`src/rtl/otter_intr_ctrl.sv`:
```
// ----------------------------------------------------------------------------
// otter_intr_ctrl
//
// Interrupt controller for the OTTER MCU.
// - Synchronizes up to NUM_SRC asynchronous interrupt lines.
// - Latches edge-mode sources into PEND.
// - Selects the lowest-index enabled pending source.
// - Hands the interrupt to the control FSM with a one-cycle INT_TAKEN strobe.
//   The CSR file uses this strobe to capture MEPC and clear MIE.
//
// Ports
//   CLK            system clock, rising edge
//   RST_N          synchronous active-low reset
//   IRQ            raw interrupt lines (asynchronous to CLK)
//   CSR_MIE        global interrupt enable from the CSR file
//   INSTR_BOUNDARY control FSM can accept a trap this cycle
//   MRET           mret executed (one-cycle pulse)
//   CFG_WE         configuration write strobe
//   CFG_ADDR       0 MASK, 1 PEND (W1C), 2 MODE, 3 STATUS
//   CFG_WD         configuration write data
//   CFG_RD         configuration read data (combinational on CFG_ADDR)
//   INT_REQ        an interrupt is ready to be taken
//   INT_TAKEN      one-cycle interrupt entry strobe
//   INT_ID         ID of the last source taken
//   IN_SERVICE     a handler is active
// ----------------------------------------------------------------------------
module otter_intr_ctrl #(
    parameter int NUM_SRC = 8,
    parameter int IDW     = (NUM_SRC > 1) ? $clog2(NUM_SRC) : 1
) (
    input  logic               CLK,
    input  logic               RST_N,
    input  logic [NUM_SRC-1:0] IRQ,
    input  logic               CSR_MIE,
    input  logic               INSTR_BOUNDARY,
    input  logic               MRET,
    input  logic               CFG_WE,
    input  logic [1:0]         CFG_ADDR,
    input  logic [31:0]        CFG_WD,
    output logic [31:0]        CFG_RD,
    output logic               INT_REQ,
    output logic               INT_TAKEN,
    output logic [IDW-1:0]     INT_ID,
    output logic               IN_SERVICE
);

    typedef enum logic [1:0] {
        IDLE    = 2'd0,
        TAKE    = 2'd1,
        SERVICE = 2'd2
    } state_t;

    state_t state, state_next;

    logic [NUM_SRC-1:0] sync_meta, sync_q, sync_prev;
    logic [NUM_SRC-1:0] mask_q, mode_q, pend_edge_q;
    logic [NUM_SRC-1:0] pend, eligible, rise, w1c, take_clr;
    logic [IDW-1:0]     id_q, winner;
    logic               req, take;
    logic               unused_cfg_wd;

    // Configuration bits above NUM_SRC are deliberately discarded.
    assign unused_cfg_wd = ^CFG_WD;

    // Two-flop synchronizer plus a third stage that remembers the previous
    // synchronized value for rising-edge detection.
    always_ff @(posedge CLK) begin
        if (!RST_N) begin
            sync_meta <= '0;
            sync_q    <= '0;
            sync_prev <= '0;
        end else begin
            sync_meta <= IRQ;
            sync_q    <= sync_meta;
            sync_prev <= sync_q;
        end
    end

    // Edge-mode sources use the latched bit.
    // Level-mode sources follow the synchronized line directly.
    assign rise     = sync_q & ~sync_prev & mode_q;
    assign pend     = (pend_edge_q & mode_q) | (sync_q & ~mode_q);
    assign eligible = pend & mask_q;
    assign w1c      = (CFG_WE && CFG_ADDR == 2'd1) ? CFG_WD[NUM_SRC-1:0] : '0;

    // Lowest index wins: scan downward so the last hit is the smallest index.
    always_comb begin
        winner = '0;
        for (int i = NUM_SRC - 1; i >= 0; i--) begin
            if (eligible[i]) begin
                winner = IDW'(i);
            end
        end
    end

    assign req  = (state == IDLE) && (|eligible) && CSR_MIE;
    assign take = req && INSTR_BOUNDARY;

    // A taken edge-mode source loses its pending bit at the capture edge.
    always_comb begin
        take_clr = '0;
        if (take) begin
            take_clr[winner] = 1'b1;
        end
    end

    // Configuration registers and edge-mode pending latch.
    // A new edge overrides a simultaneous W1C or take-clear.
    always_ff @(posedge CLK) begin
        if (!RST_N) begin
            mask_q      <= '0;
            mode_q      <= '0;
            pend_edge_q <= '0;
        end else begin
            if (CFG_WE && CFG_ADDR == 2'd0) begin
                mask_q <= CFG_WD[NUM_SRC-1:0];
            end
            if (CFG_WE && CFG_ADDR == 2'd2) begin
                mode_q <= CFG_WD[NUM_SRC-1:0];
            end
            pend_edge_q <= ((pend_edge_q & ~w1c & ~take_clr) | rise) & mode_q;
        end
    end

    // State register and captured interrupt ID.
    always_ff @(posedge CLK) begin
        if (!RST_N) begin
            state <= IDLE;
            id_q  <= '0;
        end else begin
            state <= state_next;
            if (take) begin
                id_q <= winner;
            end
        end
    end

    // Entry sequencing: IDLE -> TAKE (one cycle) -> SERVICE until mret.
    // No new take is possible outside IDLE, so handlers never nest.
    always_comb begin
        state_next = state;
        case (state)
            IDLE:    if (take) state_next = TAKE;
            TAKE:    state_next = SERVICE;
            SERVICE: if (MRET) state_next = IDLE;
            default: state_next = IDLE;
        endcase
    end

    // Outputs are qualified with RST_N so that asserting reset mid-TAKE
    // suppresses the strobe in that same cycle rather than one edge later.
    assign INT_REQ    = req && RST_N;
    assign INT_TAKEN  = (state == TAKE) && RST_N;
    assign IN_SERVICE = (state == SERVICE) && RST_N;
    assign INT_ID     = RST_N ? id_q : '0;

    // Register readback; unimplemented upper bits read as zero.
    always_comb begin
        CFG_RD = '0;
        if (RST_N) begin
            case (CFG_ADDR)
                2'd0: CFG_RD[NUM_SRC-1:0] = mask_q;
                2'd1: CFG_RD[NUM_SRC-1:0] = pend;
                2'd2: CFG_RD[NUM_SRC-1:0] = mode_q;
                default: begin
                    CFG_RD[0]           = IN_SERVICE;
                    CFG_RD[2:1]         = state;
                    CFG_RD[8+IDW-1:8]   = id_q;
                end
            endcase
        end
    end

endmodule

```
`config.mk`:
```
export PLATFORM = sky130hd
export DESIGN_NAME = otter_intr_ctrl
export DESIGN_NICKNAME = d
export VERILOG_FILES = /design/src/rtl/otter_intr_ctrl.sv
export SDC_FILE = /design/constraint.sdc
export NUM_CORES = 1
export LEC_CHECK = 0
export CAP_MARGIN = 40
export CORE_ASPECT_RATIO = 0.75
export CORE_MARGIN = 4
export CORE_UTILIZATION = 25
export DETAILED_ROUTE_END_ITERATION = 8
export HOLD_SLACK_MARGIN = 0.02
export REMOVE_ABC_BUFFERS = 1
export SLEW_MARGIN = 20
export SYNTH_ARGS = -nofsm -noshare
export SYNTH_HDL_FRONTEND = slang
export SYNTH_SLANG_ARGS = --single-unit
```
`constraint.sdc`:
```
create_clock -name CLK -period 1.8 [get_ports CLK]
set_input_delay 0.27 -clock CLK [delete_from_list [all_inputs] [get_ports CLK]]
set_output_delay 0.27 -clock CLK [all_outputs]
set_load 0.01 [all_outputs]
```
==> Yosys cells after proc, flatten, opt, wreduce, memory -nomap -nowiden <==
Cells that the tools add are included.
{ "classes": {"magnitude_cmp": 2, "n_eq_ne": 6, "n_mux": 20, "bitwise": 14, "reduce_logical": 15} }
{ "ops": {"columns": ["operator", "count"], "rows": [
  ["AND 8 bit", 8],
  ["NOT 8 bit", 4],
  ["two-way mux 3 bit", 10],
  ["two-way mux 8 bit", 2],
  ["bitwise OR 8 bit", 2],
  ["case mux 5 bit (3 select lines)", 1],
  ["two-way mux 11 bit", 1],
  ["logical AND 1 bit", 10],
  ["case mux 3 bit (3 select lines)", 1],
  ["OR reduction 8 bit", 1],
  ["case mux 2 bit (3 select lines)", 1],
  ["equality test 2 x 1 -> 1 bit, second input constant", 2],
  ["equality test 2 bit, second input constant", 2],
  ["zero test 2 bit", 2],
  ["< comparator 3 x 4 -> 1 bit, second input constant", 1],
  ["two-way mux 2 bit", 2],
  ["inequality test 2 bit, second input constant", 2],
  ["demux 1 bit (select 3 bit)", 1],
  ["greater-or-equal comparator 3 x 1 -> 1 bit, second input constant", 1],
  ["OR reduction 3 bit", 1],
  ["AND reduction 2 bit", 1],
  ["two-way mux 1 bit", 1]
]} }
{ "totals": {"ff_bits": 53, "input_bits": 48, "out_inout_bits": 38, "word_cells": 65} }

==> Logic depth before layout (Yosys ltp) <==
Gate-level depths: netlist (run 1).
{ "depth": {"ltp_word": 21, "depth_mapped": 7, "depth_no_buf": 5} }

==> Worst setup path after synthesis (run 1) <==
No wires, ideal clock.
{ "synth_timing": {"path_kind": "register to register", "startpoint": "register mode_q[3]", "endpoint": "register pend_edge_q[4]", "setup_ns": 0.122, "arrival_ns": 1.436, "t_required_ns": 1.678, "path_slack_ns": 0.242, "path_stages_with_launch": 6, "path_buffers": 0, "period_less_slack_ns": 1.558, "path_cell_list": "dfxtp_1 > mux2_4 > a22o_1 > o211a_4 > nor4_2 > o21ai_1"} }
{ "synth_via": {"elab_chain_cells": 17} }
{ "synth_lines": {"columns": ["element", "line_no", "source"], "rows": [
  ["start, declared", "56", "logic [NUM_SRC-1:0] mask_q, mode_q, pend_edge_q;"],
  ["start signal, assigned", "119", "mode_q <= CFG_WD[NUM_SRC-1:0];"],
  ["NOT 8 bit", "82", "assign pend = (pend_edge_q & mode_q) | (sync_q & ~mode_q);"],
  ["AND 8 bit", "82", null],
  ["bitwise OR 8 bit (*)", "82", null],
  ["AND 8 bit (*)", "83", "assign eligible = pend & mask_q;"],
  ["two-way mux 3 bit (4 in a row)", "90", "if (eligible[i]) begin"],
  ["< comparator 3 x 4 -> 1 bit (not written as such) / greater-or-equal comparator 3 x 1 -> 1 bit (equally long branches)", "103", "take_clr[winner] = 1'b1;"],
  ["logical AND 1 bit (not written as such)", "103", null],
  ["two-way mux 1 bit (not written as such)", "103", null],
  ["demux 1 bit (select 3 bit)", "103", null],
  ["two-way mux 8 bit (*)", "102", "if (take) begin"],
  ["NOT 8 bit (*)", "121", "pend_edge_q <= ((pend_edge_q & ~w1c & ~take_clr) | rise) & mode_q;"],
  ["AND 8 bit (*)", "121", null],
  ["bitwise OR 8 bit (*)", "121", null],
  ["AND 8 bit (*)", "121", null],
  ["end signal, assigned", "121", null],
  ["end, declared", "56", null]
]} }
Mark *: on every way between the ends. The rest lies on a longest branch, timed or not.
A chain may end at the register's enable or synchronous reset.

==> Worst setup path in the final report (run 1) <==
{ "layout_timing": {"startpoint": "register mode_q[3]", "endpoint": "output INT_REQ"} }
{ "layout_via": {"elab_chain_cells": 8} }
{ "layout_lines": {"columns": ["element", "line_no", "source"], "rows": [
  ["NOT 8 bit", "82", null],
  ["AND 8 bit", "82", null],
  ["bitwise OR 8 bit (*)", "82", null],
  ["AND 8 bit (*)", "83", null],
  ["OR reduction 8 bit (*)", "96", "assign req = (state == IDLE) && (|eligible) && CSR_MIE;"],
  ["logical AND 1 bit (*) (2 in a row)", "96", null],
  ["logical AND 1 bit (*)", "152", "assign INT_REQ = req && RST_N;"],
  ["end, declared", "41", "output logic INT_REQ,"]
]} }
Marks and branches as above.

==> metrics.csv, run 1 <==
metric;value;unit
maxClockFrequency;0.550;GHz
first_iter_violations;84;
clk-insertion-delay-late;0.30;ns
synth_top_cell_by_area;sky130_fd_sc_hd__dfxtp_1;
syn_area;2760;sq um
portBuffers;40;
area.growth.synth_to_final;36.4;%
synth.top_cells.by_area;sky130_fd_sc_hd__dfxtp_1 38%, sky130_fd_sc_hd__and2_1 6.8%, sky130_fd_sc_hd__mux2i_1 5.8%, sky130_fd_sc_hd__buf_4 5.7%, sky130_fd_sc_hd__nand2_1 4.1%;
power_density;678;nW/um^2
area_of_the_placeable_core;10500;sq um
grt_first_pass_wirelength;11.9;mm
numCtsBuffers;5;
cts_root_buf;sky130_fd_sc_hd__clkbuf_16;
cts_sinks;53;
hold_class;input port to flop;
worstPathCellList;mux2_4 > a22oi_4 > nand2_2 > inv_2 > a31oi_1 > buf_2;
postRouteAntennaNets;0;
antenna_found_initial;0;
post-dp-hpwl;5.60;mm
synth_edf_count;0;
finalNetCount;436;
rows;32;
cts_tree;done;
final_common_cell;sky130_fd_sc_hd__buf_4;
floorplan.initialDensity;26.2;%
postCtsHoldBufs;0;
worst-endpoint-arrival;1.55;ns
synth_top_cell_area_share;38.4;%
yosys_register_bits;53;
global_route.usage.total;11.8;%
route.final.wire_length;7.29;mm
route.detailed.wl_per_inst;13.9;um
finalSetupViolCount;1;
period_needed;1.82;ns
fin_worst_hold_slack;0.255;ns
wp_data_required;1.53;ns
max-clock-path-buffers;2;
drtPass1Iterations;4;
maxSlewViolCount;0;
setup_ws;-0.0169;ns
critPathMaxFanout;2;
p_leak;0.00167;uW
clock_tree.htree_level_count;2;
drc;0;
timing.final.crit_share;101;%
mean_post_synth_cell_area;9.08;sq um
failed_checks;setup timing;
vias_in_the_first_global_route;2368;
finalClockSkew;0.00508;ns
utilization;35.8;%
die-area;12800;sq um
mostFrequentLayoutCells;51 x sky130_fd_sc_hd__buf_4, 41 x sky130_fd_sc_hd__dfxtp_1, 29 x sky130_fd_sc_hd__nand2_1, 29 x sky130_fd_sc_hd__and2_1, 23 x sky130_fd_sc_hd__clkdlybuf4s50_1;
floorplan.die.width;129;um
die_height;99.0;um
ir_worst_vdd;0.000352;V
boundaryPins;86;
clock_slew_at_the_register_clock_pins_of_the_worst_setup_and_hold_paths;0.07;ns
setup_repair_after_global_routing_missed_its_margin;yes;
synth.yosys.seq_area_share;38.4;%
synth_flop_cell;sky130_fd_sc_hd__dfxtp_1;
post_synth_num_cell_types;53;
worst-setup-path-type;flop to output port;
grt_overflow;0;
worst_setup_path_end_kind;output port;
tns;-0.0169;ns
timing.final.hold_violations;0;
status;complete, but fails checks;
setup.worst_path.start_class;flop;
detailroute.via_count;2327;
pin_count_of_the_biggest_net_entering_global_routing;31;
antennaDiodeCount;0;
drt-vias-per-instance;4.44;
post_route_cells_drive_above_1_share;28.1;%
worst_path_max_delay_cell;sky130_fd_sc_hd__dfxtp_2;
yosys_warnings;0;
fraction_of_registers_with_async_set_reset;0;%
synthesis.instances;304;
global_placement_routability_congestion;0.826;
crit_path_max_incr_delay;0.34;ns
number_of_max_cap_violations;0;
[registers in the layout (all words and copies together) (netlist names)]
name	cells
sync_q	8
sync_prev	8
mask_q	8
id_q	3
mode_q	8
sync_meta	8
pend_edge_q	8
state	2
[cells by family after synthesis]
kind of cell	count (synthesis)	synth area share, %
and+or+nand+nor	121	25.0
DFF	53	38.4
other	1	0.136
AOI/OAI and AO/OA	56	17.3
buffers and inverters	50	9.92
muxes	23	9.20
[area by class of cell]
type	instances	area, sq um
Clock buffer	6	139
Clock inverter	1	7.51
Fill cell	1074	6760
Inverter	14	52.6
Multi-Input combinational cell	221	1540
Sequential cell	53	1080
Tap cell	136	170
Timing Repair Buffer	93	786
[worst max-delay path: cells and delay by family, from the launching register on]
kind	cells	cell delay, ns
DFF	1	0.34
buffers and inverters	2	0.22
AOI/OAI and AO/OA	2	0.28
and+or+nand+nor	1	0.09
muxes	1	0.32
[through the flow]
step | area, sq um | cells | total power (uW) | worst slack, ns
finish | 3770 | 524 | 2560 | -0.0169
detailed placement | 3580 | 515 | 1600 | -0.596
CTS | 3750 | 524 | 2590 | -0.0117
global route | 3770 | 524 | 2670 | -0.0825
floorplan | 2620 | 288 | 1400 | 0.176
global placement | 3580 | 515 | 1600 | -0.530
[timing repair]
action / CTS / global route
buffers inserted: 2 / 0
cloned: 0 / 0
pin swaps: 4 / 0
setup endpoints to repair: 14 / 15
resized for setup: 32 / 24
[final timing paths]
path / from / end / slack, ns / cells after the start
worst max-delay path: mode_q[3] / INT_REQ / -0.02 / 6
worst min-delay path: RST_N / sync_meta[1] / 0.25 / 2
worst max register to register: mode_q[3] / pend_edge_q[4] / 0.08 / 7
worst min register to register: sync_meta[2] / sync_q[2] / 0.43 / 1
[cell usage after synthesis (6+ instances only)]
library cell,number
sky130_fd_sc_hd__a21oi_1,13
sky130_fd_sc_hd__and2_1,30
sky130_fd_sc_hd__buf_2,6
sky130_fd_sc_hd__buf_4,21
sky130_fd_sc_hd__clkbuf_1,8
sky130_fd_sc_hd__dfxtp_1,53
sky130_fd_sc_hd__inv_1,14
sky130_fd_sc_hd__mux2i_1,16
sky130_fd_sc_hd__nand2_1,30
sky130_fd_sc_hd__nand2b_1,6
sky130_fd_sc_hd__nor2_1,12
sky130_fd_sc_hd__nor2b_1,18
[power by group]
group	switching [uW]	total, uW	internal [uW]
Sequential	21.8	1230	1210
Combinational	172	350	178
Clock	428	974	546
[per-layer routing]
layer / vias up / global-route usage (%) / part of all wire [%]
li1: 1172 / - / -
met1: 1091 / 16.6 / 50
met5: - / 0 / 0
met2: 51 / 17.3 / 43
met3: 13 / 2.93 / 4.4
met4: 0 / 4.60 / 2.4
Power figures use the tool's default switching activity.
==> inputs of run 2 (changes only) <==
SLEW_MARGIN = not set   (was 20)
==> results of run 2 <==
The final DEF is identical to that of run 1; final timing and power are the same.
